File: src/rtl/alu4_pkg.sv
// Shared types and sizes for the 4-bit ALU slice and its unit-select fan-out.
//   SEL_W    : width of a unit-select index
//   OUT_W    : width of the one-hot enable word (2**SEL_W)
//   sel_t    : select index type
//   onehot_t : one-hot (or all-zero) enable word type
package alu4_pkg;

  localparam int SEL_W = 3;
  localparam int OUT_W = 8;

  typedef logic [SEL_W-1:0] sel_t;
  typedef logic [OUT_W-1:0] onehot_t;

endpackage

File: src/rtl/decoder8_comb.sv
// Purely combinational 3-to-8 one-hot decoder with active-high enable.
// Ports:
//   enable : when 0 the result is all zeros
//   select : index of the bit to assert (bit 0 = select 0)
//   onehot : decoded one-hot word, or zero when disabled
module decoder8_comb
  import alu4_pkg::*;
(
  input  logic    enable,
  input  sel_t    select,
  output onehot_t onehot
);

  always_comb begin
    onehot = '0;
    if (enable) begin
      onehot = onehot_t'(1) << select;
    end
  end

endmodule

File: src/rtl/decoder8_sync.sv
// Registered 3-to-8 one-hot decoder used as the unit-select / write-enable
// fan-out beside the 4-bit ALU datapath. The output is registered so that
// downstream enables are glitch-free and clock-aligned; latency is one cycle
// and a new select is accepted every cycle.
// Ports:
//   clk       : rising-edge clock
//   rst       : synchronous reset, active-high; clears out and out_valid
//   enable    : decode enable; when 0 the next out is all zeros
//   select    : index of the output bit to assert
//   out       : registered one-hot (or zero) decode result
//   out_valid : registered copy of enable; high when out holds a one-hot word
module decoder8_sync
  import alu4_pkg::*;
(
  input  logic             clk,
  input  logic             rst,
  input  logic             enable,
  input  logic [SEL_W-1:0] select,
  output logic [OUT_W-1:0] out,
  output logic             out_valid
);

  onehot_t onehot_p0;
  onehot_t onehot_p1;
  logic    vld_p1;

  // Stage p0: combinational decode of the sampled inputs
  decoder8_comb u_comb (
    .enable (enable),
    .select (select),
    .onehot (onehot_p0)
  );

  // Stage p1: output register. The decoded word is cleared on reset as well
  // as the valid flag, because downstream units use it directly as write
  // enables and must never see a stale bit after reset.
  always_ff @(posedge clk) begin
    if (rst) begin
      onehot_p1 <= '0;
      vld_p1    <= 1'b0;
    end else begin
      onehot_p1 <= onehot_p0;
      vld_p1    <= enable;
    end
  end

  assign out       = onehot_p1;
  assign out_valid = vld_p1;

endmodule

File: config.mk
export PLATFORM = sky130hd
export DESIGN_NAME = decoder8_sync
export DESIGN_NICKNAME = d
export VERILOG_FILES = /design/src/rtl/alu4_pkg.sv /design/src/rtl/decoder8_comb.sv /design/src/rtl/decoder8_sync.sv
export SDC_FILE = /design/constraint.sdc
export NUM_CORES = 1
export LEC_CHECK = 0
export BUFFER_PORTS_ARGS = -buffer_cell sky130_fd_sc_hd__buf_4
export CAP_MARGIN = 20
export CORE_AREA = 4 4 41 43
export CTS_CLUSTER_DIAMETER = 80
export DETAILED_ROUTE_END_ITERATION = 8
export DIE_AREA = 0 0 45 47
export SYNTH_ARGS = -nofsm -noshare
export SYNTH_HDL_FRONTEND = slang
export SYNTH_SLANG_ARGS = --single-unit
File: constraint.sdc
create_clock -name clk -period 1.35 [get_ports clk]
set_input_delay 0.3375 -clock clk [delete_from_list [all_inputs] [get_ports clk]]
set_output_delay 0.3375 -clock clk [all_outputs]
set_load 0.02 [all_outputs]
==> results of run 1 <==
## flip-flops by register name, summed over array words and instances (netlist names)
signal,cells
out_valid,1
out,8
## power by group
group	leakage, nW	internal (mW)	switching (mW)
clock	0.0150	0.113	0.0859
combinational	0.0969	0.0225	0.0211
sequential	0.0731	0.271	0.00139
total	0.185	0.407	0.108
## per-layer routing
metal  wire (µm)  GRT usage [%]  vias up
met2         153           6.21       13
met3         105           4.98        2
li1            -              -      108
met4          15           5.26        0
met5           0              0        -
met1         191           4.85       79
## logic make-up (layout without fill, tap and decap cells)
logic type    count (synthesis)  count (layout)  share of synthesized area [%]
buf+inv                       0              18                              0
simple gates                 14              14                           30.4
flops                         9               9                           69.6
## per-stage QoR
stage               hold slack [ns]  cells  util [%]
floorplan                     0.407     23         -
global placement              0.515     52      29.4
detailed placement            0.518     52      29.4
CTS                           0.244     56      31.4
global route                  0.253     56      31.4
finish                        0.252     56      31.4
## how the worst max path moves through the flow
| stage | start | end | slack, ns | cells after the start |
|---|---|---|---|---|
| after floorplan | select[2] | out[0]$_SDFF_PP0_ | 0.46 | 2 |
| after global placement | select[2] | out[3]$_SDFF_PP0_ | 0.30 | 3 |
| after detailed placement | select[2] | out[0]$_SDFF_PP0_ | 0.30 | 3 |
| after CTS | out[2]$_SDFF_PP0_ | out[2] | 0.30 | 1 |
| after global routing | out[2]$_SDFF_PP0_ | out[2] | 0.28 | 1 |
| final | out[4]$_SDFF_PP0_ | out[4] | 0.31 | 1 |
## area by class of cell
class                   count  area, µm²  share of cell area (%)
repair buffers             14        105                    25.7
flip-flops and latches      9        180                    44.0
well taps                  15       18.8                    4.59
multi-input cells          14       78.8                    19.3
clock buffers               4       26.3                    6.42
## placed cells by master, fill, tap and decap left out, types with 2 or more instances in the layout
master     n
buf_4     14
dfxtp_1    9
nor2_1     6
clkbuf_4   3
nand2b_1   2
==> reports/qor.csv, run 1 <==
stage,metric,value,unit
place,port bufs,14,
floorplanning,core area,1300,µm²
clocking,hold buffers post-CTS,0,
setup_path,crit path cell chain,buf_4,
synthesis,"top cells by area, synth","dfxtp_1 70%, nor2_1 8.7%, nand2b_1 4.8%",
synthesis,register area share after synthesis,69.6,%
hold_path,HP Class,primary input to flip-flop,
pwr,leakage,0.185,nW
finish,layout cells sized above 1,46.3,%
synthesis,"EDFF count, synth",0,
pwr,PwrDens,1260,nW/µm²
grt,initial antenna violation count,0,
setup_path,Critical Path RT,1.01,ns
setup_path,delay of the slowest cell on the worst path,0.30,ns
clocking,CTS tree,yes,
synthesis,dominant synthesized flop cell,dfxtp_1,
setup_path,CP max stage cell,dfxtp_1,
timing,FMAX,960,MHz
floorplanning,Ports,15,
finish,post-route cell area,409,µm²
routing,post-DR wirelength/cell,8.30,µm
pwr,Power Total,515,µW
setup_path,critical path peak fanout,1,
setup_path,Crit Path Category,flip-flop to output pin,
clocking,CTS buffer count,3,
clocking,root buf cell,clkbuf_4,
hold_path,hold depth,2,
setup_path,"Arr. time, crit path",0.70,ns
timing,final setup fails,0,
timing,fin. max-slew vios,0,
synthesis,Syn Area/Cell,11.3,µm²
clocking,Sink Count,9,
synthesis,area of the mapped netlist,259,µm²
timing,period utilization,77.2,%
routing,ANT nets after route,0,
floorplanning,std cell rows,13,
routing,DR vias,202,
synthesis,Netlist cell types,9,
finish,Total Nets Final,48,
floorplanning,Die Width,45,µm
timing,Final Hold Fails,0,
timing,minimum clock period,1.04,ns
synthesis,Async SR Flop Fraction,0,%
timing,final worst setup slack,0.308,ns
finish,Layout fillers,142,
grt,first-pass GRT wire length,710,µm
grt,Congestion Overflow GR,0,
synthesis,most instantiated cells after synthesis,"9 x dfxtp_1, 6 x nor2_1, 2 x nand2b_1",
synthesis,Yosys top cell by area,dfxtp_1,
grt,Overall Global Routing Usage,5.16,%
finish,Synth-to-Final Area Change,58.0,%
pwr,Peak VDD IR,398,µV
grt,vias in the first global route,185,
setup_path,Top Family by Delay on Critical Path,flip-flops,
place,Final Wtd Congestion,0.752,
synthesis,Mapped Cells,23,
synthesis,Synth Net Count,29,
timing,relative slew slack,88.8,%
synthesis,share of the synthesized area in the top cell type,69.6,%
place,pre-CTS setup slack,0.302,ns
status,status,"complete, no violations",
setup_path,endpoint class of the critical path,output pin,
setup_path,Bufs and invs on worst path,1,
hold_path,hold_sp,rst,
synthesis,"count leader, synth",dfxtp_1,
floorplanning,initial core utilization,19.9,%
clocking,CTS resizes,0,
timing,Worst Tran Pin Value,0.168,ns
hold_path,hold endpoint,out_valid$_SDFF_PP0_,
routing,First DRT Iteration DRCs,0,
timing,total negative slack,0,ns
floorplanning,DIE HEIGHT,47,µm
place,dpl cell area,383,µm²
grt,largest net degree at the start of global routing,6,
routing,Routed WL,465,µm
timing,RSZ-0062 raised after global routing,no,
finish,ANT cells,0,
routing,first-pass iteration count of the detailed router,1,
routing,DR DRC count,0,
setup_path,CP Launch Type,flip-flop,
clocking,post-CTS setup buffers,0,
job,Max-Cap Viols,0,
clocking,CTS max path bufs,2,
floorplanning,die area,2120,µm²
clocking,Worst-path clk slew,0.06,ns
synthesis,Ys Warns,0,
clocking,H-tree Lvls,1,
routing,via/cell ratio,3.61,
synthesis,Seq cells post-synth,9,
(Power assumes the default switching activity.)
==> run 2: changes to the inputs <==
- clock period: 1.35 -> 0.9 ns (I/O delays scaled with it)
==> reports/qor.csv, run 2 (synthesis results as in run 1) <==
stage,metric,value,unit
timing,relative slew slack,88.8,%
clocking,root buf cell,clkbuf_4,
floorplanning,core area,1300,µm²
setup_path,Bufs and invs on worst path,1,
place,dpl cells,52,
floorplanning,DIE HEIGHT,47,µm
routing,DR vias,202,
grt,initial antenna violation count,0,
place,Final Wtd Congestion,0.752,
timing,FMAX,1090,MHz
finish,Largest register FFs,8,
routing,DR DRC count,0,
timing,final setup fails,9,
clocking,CTS buffer count,3,
grt,Congestion Overflow GR,0,
floorplanning,Ports,15,
timing,final worst setup slack,-0.0166,ns
clocking,CTS max path bufs,2,
grt,first-pass GRT wire length,779,µm
pwr,leakage,0.196,nW
floorplanning,std cell rows,13,
finish,Synth-to-Final Area Change,75.4,%
finish,Layout fillers,134,
clocking,Sink Count,9,
finish,most frequent cells in the layout,"9 x dfxtp_2, 9 x buf_6, 6 x nor2_1",
setup_path,CP max stage cell,dfxtp_2,
pwr,Peak VDD IR,596,µV
job,Max-Cap Viols,0,
setup_path,Crit Path Category,flip-flop to output pin,
setup_path,endpoint class of the critical path,output pin,
routing,Routed WL,457,µm
setup_path,critical path peak fanout,1,
setup_path,delay of the slowest cell on the worst path,0.32,ns
floorplanning,Die Width,45,µm
timing,RSZ-0062 raised after global routing,yes,
routing,First DRT Iteration DRCs,0,
setup_path,CP Launch Type,flip-flop,
finish,layout cells sized above 1,68.3,%
floorplanning,die area,2120,µm²
clocking,H-tree Lvls,1,
finish,ANT cells,0,
clocking,hold buffers post-CTS,0,
grt,largest net degree at the start of global routing,6,
clocking,Worst-path clk slew,0.06,ns
routing,post-DR wirelength/cell,8.16,µm
pwr,PwrDens,1720,nW/µm²
timing,minimum clock period,0.917,ns
finish,Final Instance Count excl. Fillers,56,
routing,via/cell ratio,3.61,
status,failing checks,negative setup slack,
grt,Overall Global Routing Usage,5.56,%
timing,total negative slack,-0.0984,ns
clocking,CTS tree,yes,
timing,period utilization,102,%
hold_path,HP Class,primary input to flip-flop,
status,status,"finished, violations left",
timing,Final Hold Fails,0,
setup_path,"Arr. time, crit path",0.69,ns
setup_path,Top Family by Delay on Critical Path,flip-flops,
setup_path,crit path cell chain,buf_6,
routing,first-pass iteration count of the detailed router,1,
grt,vias in the first global route,202,
timing,Worst Tran Pin Value,0.168,ns
finish,Total Nets Final,48,
timing,fin. max-slew vios,0,
floorplanning,initial core utilization,19.9,%
place,port bufs,14,
clocking,post-CTS setup buffers,0,
setup_path,Critical Path RT,0.67,ns
finish,utilization after layout,34.9,%
routing,ANT nets after route,0,
run 2: metrics by stage:
stage               total power [mW]  setup slack (ns)  cell area, µm²  hold WS (ns)
finish                         0.782           -0.0166             454         0.132
global route                   0.809           -0.0390             454         0.133
CTS                            0.793           -0.0233             454         0.125
detailed placement             0.484           -0.0354             383         0.405
global placement               0.483           -0.0369             383         0.402
floorplan                      0.445             0.118             259         0.294
run 2: per-layer routing:
metal | global-route usage (%) | part of all wire (%) | vias up
li1 | - | - | 108
met1 | 6.45 | 43 | 79
met2 | 6.21 | 33 | 13
met3 | 4.21 | 20 | 2
met4 | 5.26 | 3.3 | 0
met5 | 0 | 0 | -
run 2: path summary, 6_finish.rpt:
check	end	cells after the start	from
setup / recovery	out[4]	1	out[4]$_SDFF_PP0_
hold / removal	out_valid$_SDFF_PP0_	2	rst
run 2: area by class of cell:
cell class / count / area (µm²) / area share [%]
multi-input cells: 14 / 78.8 / 17.4
flip-flops and latches: 9 / 191 / 42.1
repair buffers: 14 / 139 / 30.6
well taps: 15 / 18.8 / 4.13
clock buffers: 4 / 26.3 / 5.79
run 2: power by group:
group / internal [mW] / total (mW) / leakage, nW / switching [mW]
Combinational: 0.0388 / 0.0704 / 0.104 / 0.0316
Clock: 0.170 / 0.299 / 0.0150 / 0.129
Sequential: 0.408 / 0.412 / 0.0773 / 0.00359
run 2: timing repair:
| action | 4_1_cts | 5_1_grt |
|---|---|---|
| pin swaps | 0 | 0 |
| resized for setup | 18 | 0 |
| endpoints found under the setup margin | 9 | 9 |
